<file path="config.mk">
export PLATFORM = sky130hd
export DESIGN_NAME = cic5_dec
export DESIGN_NICKNAME = d
export VERILOG_FILES = /design/src/rtl/adc_pkg.sv /design/src/rtl/cic_comb_stage.sv /design/src/rtl/cic5_dec.sv
export SDC_FILE = /design/constraint.sdc
export NUM_CORES = 1
export LEC_CHECK = 0
export BUFFER_PORTS_ARGS = -buffer_cell sky130_fd_sc_hd__buf_2
export CORE_MARGIN = 2
export CORE_UTILIZATION = 55
export DETAILED_ROUTE_END_ITERATION = 10
export GPL_TIMING_DRIVEN = 0
export PLACE_DENSITY = 0.71
export SYNTH_ARGS = -nofsm -noshare
export SYNTH_HDL_FRONTEND = slang
export SYNTH_SLANG_ARGS = --single-unit
export TNS_END_PERCENT = 100
</file>
<file path="constraint.sdc">
create_clock -name clk -period 25.4 [get_ports clk]
set_input_delay 0 -clock clk [delete_from_list [all_inputs] [get_ports clk]]
set_output_delay 0 -clock clk [all_outputs]
set_load 0.01 [all_outputs]
</file>
<file path="src/rtl/adc_pkg.sv">
// Shared constants for the ADC decimation chain: chain word width, CIC order
// and the gain-alignment figures the half-band stages rely on.
package adc_pkg;

    localparam int ADC_DW           = 35;
    localparam int CIC_ORDER        = 5;
    localparam int CIC_DEC_LOG2_MAX = 6;
    localparam int CIC_DEC_LOG2_DEF = 6;
    localparam int MOD_IN_W_DEF     = 4;

    // Full-precision CIC gain in bits for the default configuration.
    localparam int CIC_GAIN_LOG2 = CIC_ORDER * CIC_DEC_LOG2_DEF;

    // Spare MSBs left in the chain word above a full-scale CIC output.
    localparam int HB_ALIGN_SHIFT = ADC_DW - (MOD_IN_W_DEF + CIC_GAIN_LOG2);

    typedef logic signed [ADC_DW-1:0] adc_word_t;

    function automatic int cic_acc_w(input int in_w, input int dec_log2);
        return in_w + CIC_ORDER * dec_log2;
    endfunction

endpackage

</file>
<file path="src/rtl/cic_comb_stage.sv">
// One CIC comb section: differentiator with a delay register that only
// advances on the decimated-rate enable.
module cic_comb_stage #(
    parameter int W = 34
) (
    input  logic                clk,
    input  logic                rstn,
    input  logic                en,
    input  logic signed [W-1:0] din,
    output logic signed [W-1:0] dout
);

    logic signed [W-1:0] dly;

    always_ff @(posedge clk or negedge rstn) begin
        if (!rstn) begin
            dly <= '0;
        end else if (en) begin
            dly <= din;
        end
    end

    assign dout = din - dly;

endmodule

</file>
<file path="src/rtl/cic5_dec.sv">
// Fifth-order CIC decimator, first stage of the ADC chain. Decimates the
// modulator stream by 2^DEC_LOG2 at full precision, wrap-around arithmetic.
module cic5_dec
    import adc_pkg::*;
#(
    parameter int IN_W     = 4,
    parameter int DEC_LOG2 = 6
) (
    input  logic                     clk,
    input  logic                     rstn,
    input  logic                     clk_vld_in,
    input  logic signed [IN_W-1:0]   dat_in,
    output logic                     clk_vld_out,
    output logic signed [ADC_DW-1:0] dat_out
);

    localparam int ACC_W = cic_acc_w(IN_W, DEC_LOG2);

    if (ACC_W > ADC_DW) begin : g_acc_w_chk
        $error("cic5_dec: accumulator width %0d exceeds chain width %0d", ACC_W, ADC_DW);
    end
    if (DEC_LOG2 < 1 || DEC_LOG2 > CIC_DEC_LOG2_MAX) begin : g_dec_chk
        $error("cic5_dec: DEC_LOG2 %0d out of range", DEC_LOG2);
    end

    logic signed [ACC_W-1:0]    integ [CIC_ORDER];
    logic signed [ACC_W-1:0]    sext_in;
    logic signed [ACC_W-1:0]    c_in;
    logic        [DEC_LOG2-1:0] ph;
    logic                       dec_ev;
    logic                       dec_d;

    assign sext_in = ACC_W'(dat_in);
    assign dec_ev  = clk_vld_in && (ph == '1);

    // Integrators read the previous value of the stage below (pipelined chain).
    always_ff @(posedge clk or negedge rstn) begin
        if (!rstn) begin
            for (int k = 0; k < CIC_ORDER; k++) begin
                integ[k] <= '0;
            end
        end else if (clk_vld_in) begin
            integ[0] <= integ[0] + sext_in;
            for (int k = 1; k < CIC_ORDER; k++) begin
                integ[k] <= integ[k] + integ[k-1];
            end
        end
    end

    always_ff @(posedge clk or negedge rstn) begin
        if (!rstn) begin
            ph <= '0;
        end else if (clk_vld_in) begin
            ph <= ph + DEC_LOG2'(1);
        end
    end

    // Capture the value I5 takes on this update, so the comb sees the R-th sample.
    always_ff @(posedge clk or negedge rstn) begin
        if (!rstn) begin
            c_in  <= '0;
            dec_d <= 1'b0;
        end else begin
            dec_d <= dec_ev;
            if (dec_ev) begin
                c_in <= integ[CIC_ORDER-1] + integ[CIC_ORDER-2];
            end
        end
    end

    for (genvar g = 0; g < CIC_ORDER; g++) begin : g_comb
        logic signed [ACC_W-1:0] c_src;
        logic signed [ACC_W-1:0] c_out;

        if (g == 0) begin : g_first
            assign c_src = c_in;
        end else begin : g_next
            assign c_src = g_comb[g-1].c_out;
        end

        cic_comb_stage #(
            .W (ACC_W)
        ) u_comb (
            .clk  (clk),
            .rstn (rstn),
            .en   (dec_d),
            .din  (c_src),
            .dout (c_out)
        );
    end

    always_ff @(posedge clk or negedge rstn) begin
        if (!rstn) begin
            dat_out     <= '0;
            clk_vld_out <= 1'b0;
        end else begin
            clk_vld_out <= dec_d;
            if (dec_d) begin
                dat_out <= ADC_DW'(g_comb[CIC_ORDER-1].c_out);
            end
        end
    end

endmodule

</file>
==> impl_metrics.env <==
export IMPL_yosys_warnings=0
export IMPL_max_cap_viol_count=0
export IMPL_wl_per_cell_um=15.2
export IMPL_finalHoldViolations=0
export IMPL_clkSlewWorstSetupHoldPaths_ns=0.06
export IMPL_worstSetupStartpointType="flip-flop"
export IMPL_antenna_found_initial=0
export IMPL_synthSimpleGateAreaFrac=0.120
export IMPL_finClkSkew_ns=0.0133
export IMPL_status="finished, final reports clean"
export IMPL_ios=43
export IMPL_grt_use_met1=0.266
export IMPL_syn_area_per_cell_um2=9.02
export IMPL_synth_nets=3791
export IMPL_rsz0062_at_grt="no"
export IMPL_final_period_utilization=0.394
export IMPL_grt_use_total=0.228
export IMPL_crit_top_cell="a21o_1"
export IMPL_cts_sinks=416
export IMPL_seq_area_frac_synth=0.335
export IMPL_start_util=0.554
export IMPL_fin_crit_ns=10.01
export IMPL_cpMaxStageDelayCell="fa_1"
export IMPL_numCtsBuffers=49
export IMPL_final_max_slew_viol_count=0
export IMPL_grt_use_met3=0.0223
export IMPL_path_buf_inv=1
export IMPL_first_iter_violations=989
export IMPL_max_stage_delay_ns=0.41
export IMPL_drive_gt1_frac=0.0927
export IMPL_die_w_um=242
export IMPL_synth_compound_area_frac=0.206
export IMPL_vias_per_cell=5.54
export IMPL_grt_ovfl_total=0
export IMPL_post_route_util=0.607
export IMPL_cts_resized=0
export IMPL_tns_ns=0
export IMPL_coreArea_um2=56100
export IMPL_async_flop_share=1.00
export IMPL_syn_inst=3443
export IMPL_synth_ff_type="dfrtp_1"
export IMPL_grt_pass1_wl_mm=113
export IMPL_first_pass_iters=5
export IMPL_grt_max_degree=119
export IMPL_met2_usage=0.428
export IMPL_critPathKind="reg -> reg"
export IMPL_max_freq_ghz=0.0999
export IMPL_setup_viol=0
export IMPL_holdCritPathClass="in -> async"
export IMPL_cp_startpoint="c_in[0]"
export IMPL_cts_buffer_depth=3
export IMPL_clock_latency_ns=0.59
export IMPL_vias=24038
export IMPL_synth_xor_area_frac=0.0828
export IMPL_die_area_um2=58400
export IMPL_area_growth_synth_to_final_pct=9.63
export IMPL_grt_busiest_layer="met2"
export IMPL_synth_fa_ha_area_frac=0.140
export IMPL_cts_root_buf="clkbuf_16"
export IMPL_nets=3892
export IMPL_dpl_hpwl_mm=50.1
export IMPL_cp_required_ns=25.91
export IMPL_place_congestion=0.958
export IMPL_routed_wl_mm=65.9
export IMPL_ant_nets=0
export IMPL_crit_fanout=7
export IMPL_critPathTopFamily="compound AO/OA/AOI/OAI gates"
export IMPL_reg2reg_from="c_in[0]"
export IMPL_cts_max_level=2
export IMPL_die_y_um=242
export IMPL_syn_area_um2=31100
export IMPL_crit_arrival_ns=10.52
export IMPL_drc=0
export IMPL_numPortBuffers=42
export IMPL_holdWs_ns=0.0680
export IMPL_rows=87
export IMPL_synth_edf_count=0
export IMPL_post_cts_setup_buffer_count=0
export IMPL_fillers=4963
export IMPL_cts_tree="built"
export IMPL_synth_distinct_cells=86
export IMPL_grt_pass1_vias=24130
export IMPL_antenna_cells=0
export IMPL_synthMuxAreaShare=0.0728
export IMPL_ys_seq_elements=416
export IMPL_worst_pin_slew_ns=1.11
export IMPL_slew_limit_headroom=0.257
export IMPL_synth_top_family_by_area="compound AO/OA/AOI/OAI gates"
export IMPL_ctsHoldBuffers=5
export IMPL_end_kind="flip-flop"
==> sequential cells by signal, summed over array words and instances (netlist names) <==
register	count
g_comb.u_comb.dly	170
integ	170
c_in	34
dat_out	34
ph	6
clk_vld_out	1
dec_d	1
==> metrics by stage <==
| step | area [um^2] | setup WS (ns) | std cells |
|---|---|---|---|
| 2_1_floorplan | 31100 | 16.75 | 3443 |
| 3_3_place_gp | 32200 | 15.58 | 4241 |
| 3_5_place_dp | 32300 | 15.46 | 4244 |
| 4_1_cts | 34000 | 15.41 | 4336 |
| 5_1_grt | 34000 | 14.31 | 4336 |
| 6_report | 34000 | 15.39 | 4336 |
==> cells in the final DEF, fill, tap and decap left out, types with 41 or more instances in the layout <==
master,instances
clkbuf_16,51
o21bai_1,41
nor2b_1,45
mux2_2,184
ha_1,331
nor2_1,172
clkbuf_1,72
dfrtp_1,416
o21a_1,57
nand3_1,43
nor3_1,53
a21o_1,149
a21oi_1,268
inv_1,279
xnor2_1,213
nand2_1,355
buf_2,42
xor2_1,76
o21ai_0,277
==> cells by family (layout without fill, tap and decap cells) <==
| family | after synthesis | count (layout) |
|---|---|---|
| buffers and inverters | 357 | 494 |
| adder cells (fa/ha/maj) | 341 | 341 |
| flip-flops | 416 | 416 |
| XOR/XNOR | 291 | 291 |
| multiplexers | 203 | 203 |
| AO/OA/AOI/OAI | 1018 | 1018 |
| AND/OR/NAND/NOR | 817 | 817 |
==> cell usage after synthesis (all sizes together), types with 22 or more instances <==
cell type	number	area share
o21a	57	0.014
nand2	356	0.043
a211oi	22	0.0053
nand2b	38	0.0077
a31oi	27	0.0054
a21o	151	0.037
nand3	44	0.0075
nor3	53	0.0085
o21ai	291	0.047
ha	331	0.13
mux2	184	0.067
a21oi	268	0.043
o31ai	23	0.0056
dfrtp	416	0.34
o21bai	41	0.0099
nor2	172	0.021
xnor2	214	0.061
o211ai	22	0.0053
nor2b	45	0.0091
xor2	76	0.021
and3	32	0.0066
inv	279	0.034
clkbuf	60	0.0073
==> path summary, 6_finish.rpt <==
| check | endpoint | slack (ns) | depth (start not counted) |
|---|---|---|---|
| max in group asynchronous | integ[166] | 23.74 | 4 |
| max | dat_out[33] | 15.39 | 53 |
| min in group clk | integ[136] | 0.30 | 4 |
| min | dat_out[1] | 0.07 | 2 |
| max reg2reg | dat_out[33] | 15.39 | 53 |
| min reg2reg | ph[5] | 0.48 | 1 |
==> layout make-up <==
type                    instances  area (um^2)  area share
inverters                     279         1050      0.0308
clock inverters                16          262     0.00768
plain buffers                  78          298     0.00875
well taps                     756          946      0.0278
clock buffers                  71         1430      0.0420
flip-flops and latches        416        10400       0.306
multi-input cells            2670        19300       0.567
repair buffers                 50          353      0.0104
==> layer usage <==
layer / part of all wire / up-vias
li1: - / 12426
met1: 0.44 / 11179
met2: 0.51 / 295
met3: 0.022 / 138
met4: 0.035 / 0
met5: 0 / -
Power is left out: the tool's default activity adds up to more than one toggle a clock period on the data nets, which glitch-free logic cannot reach.
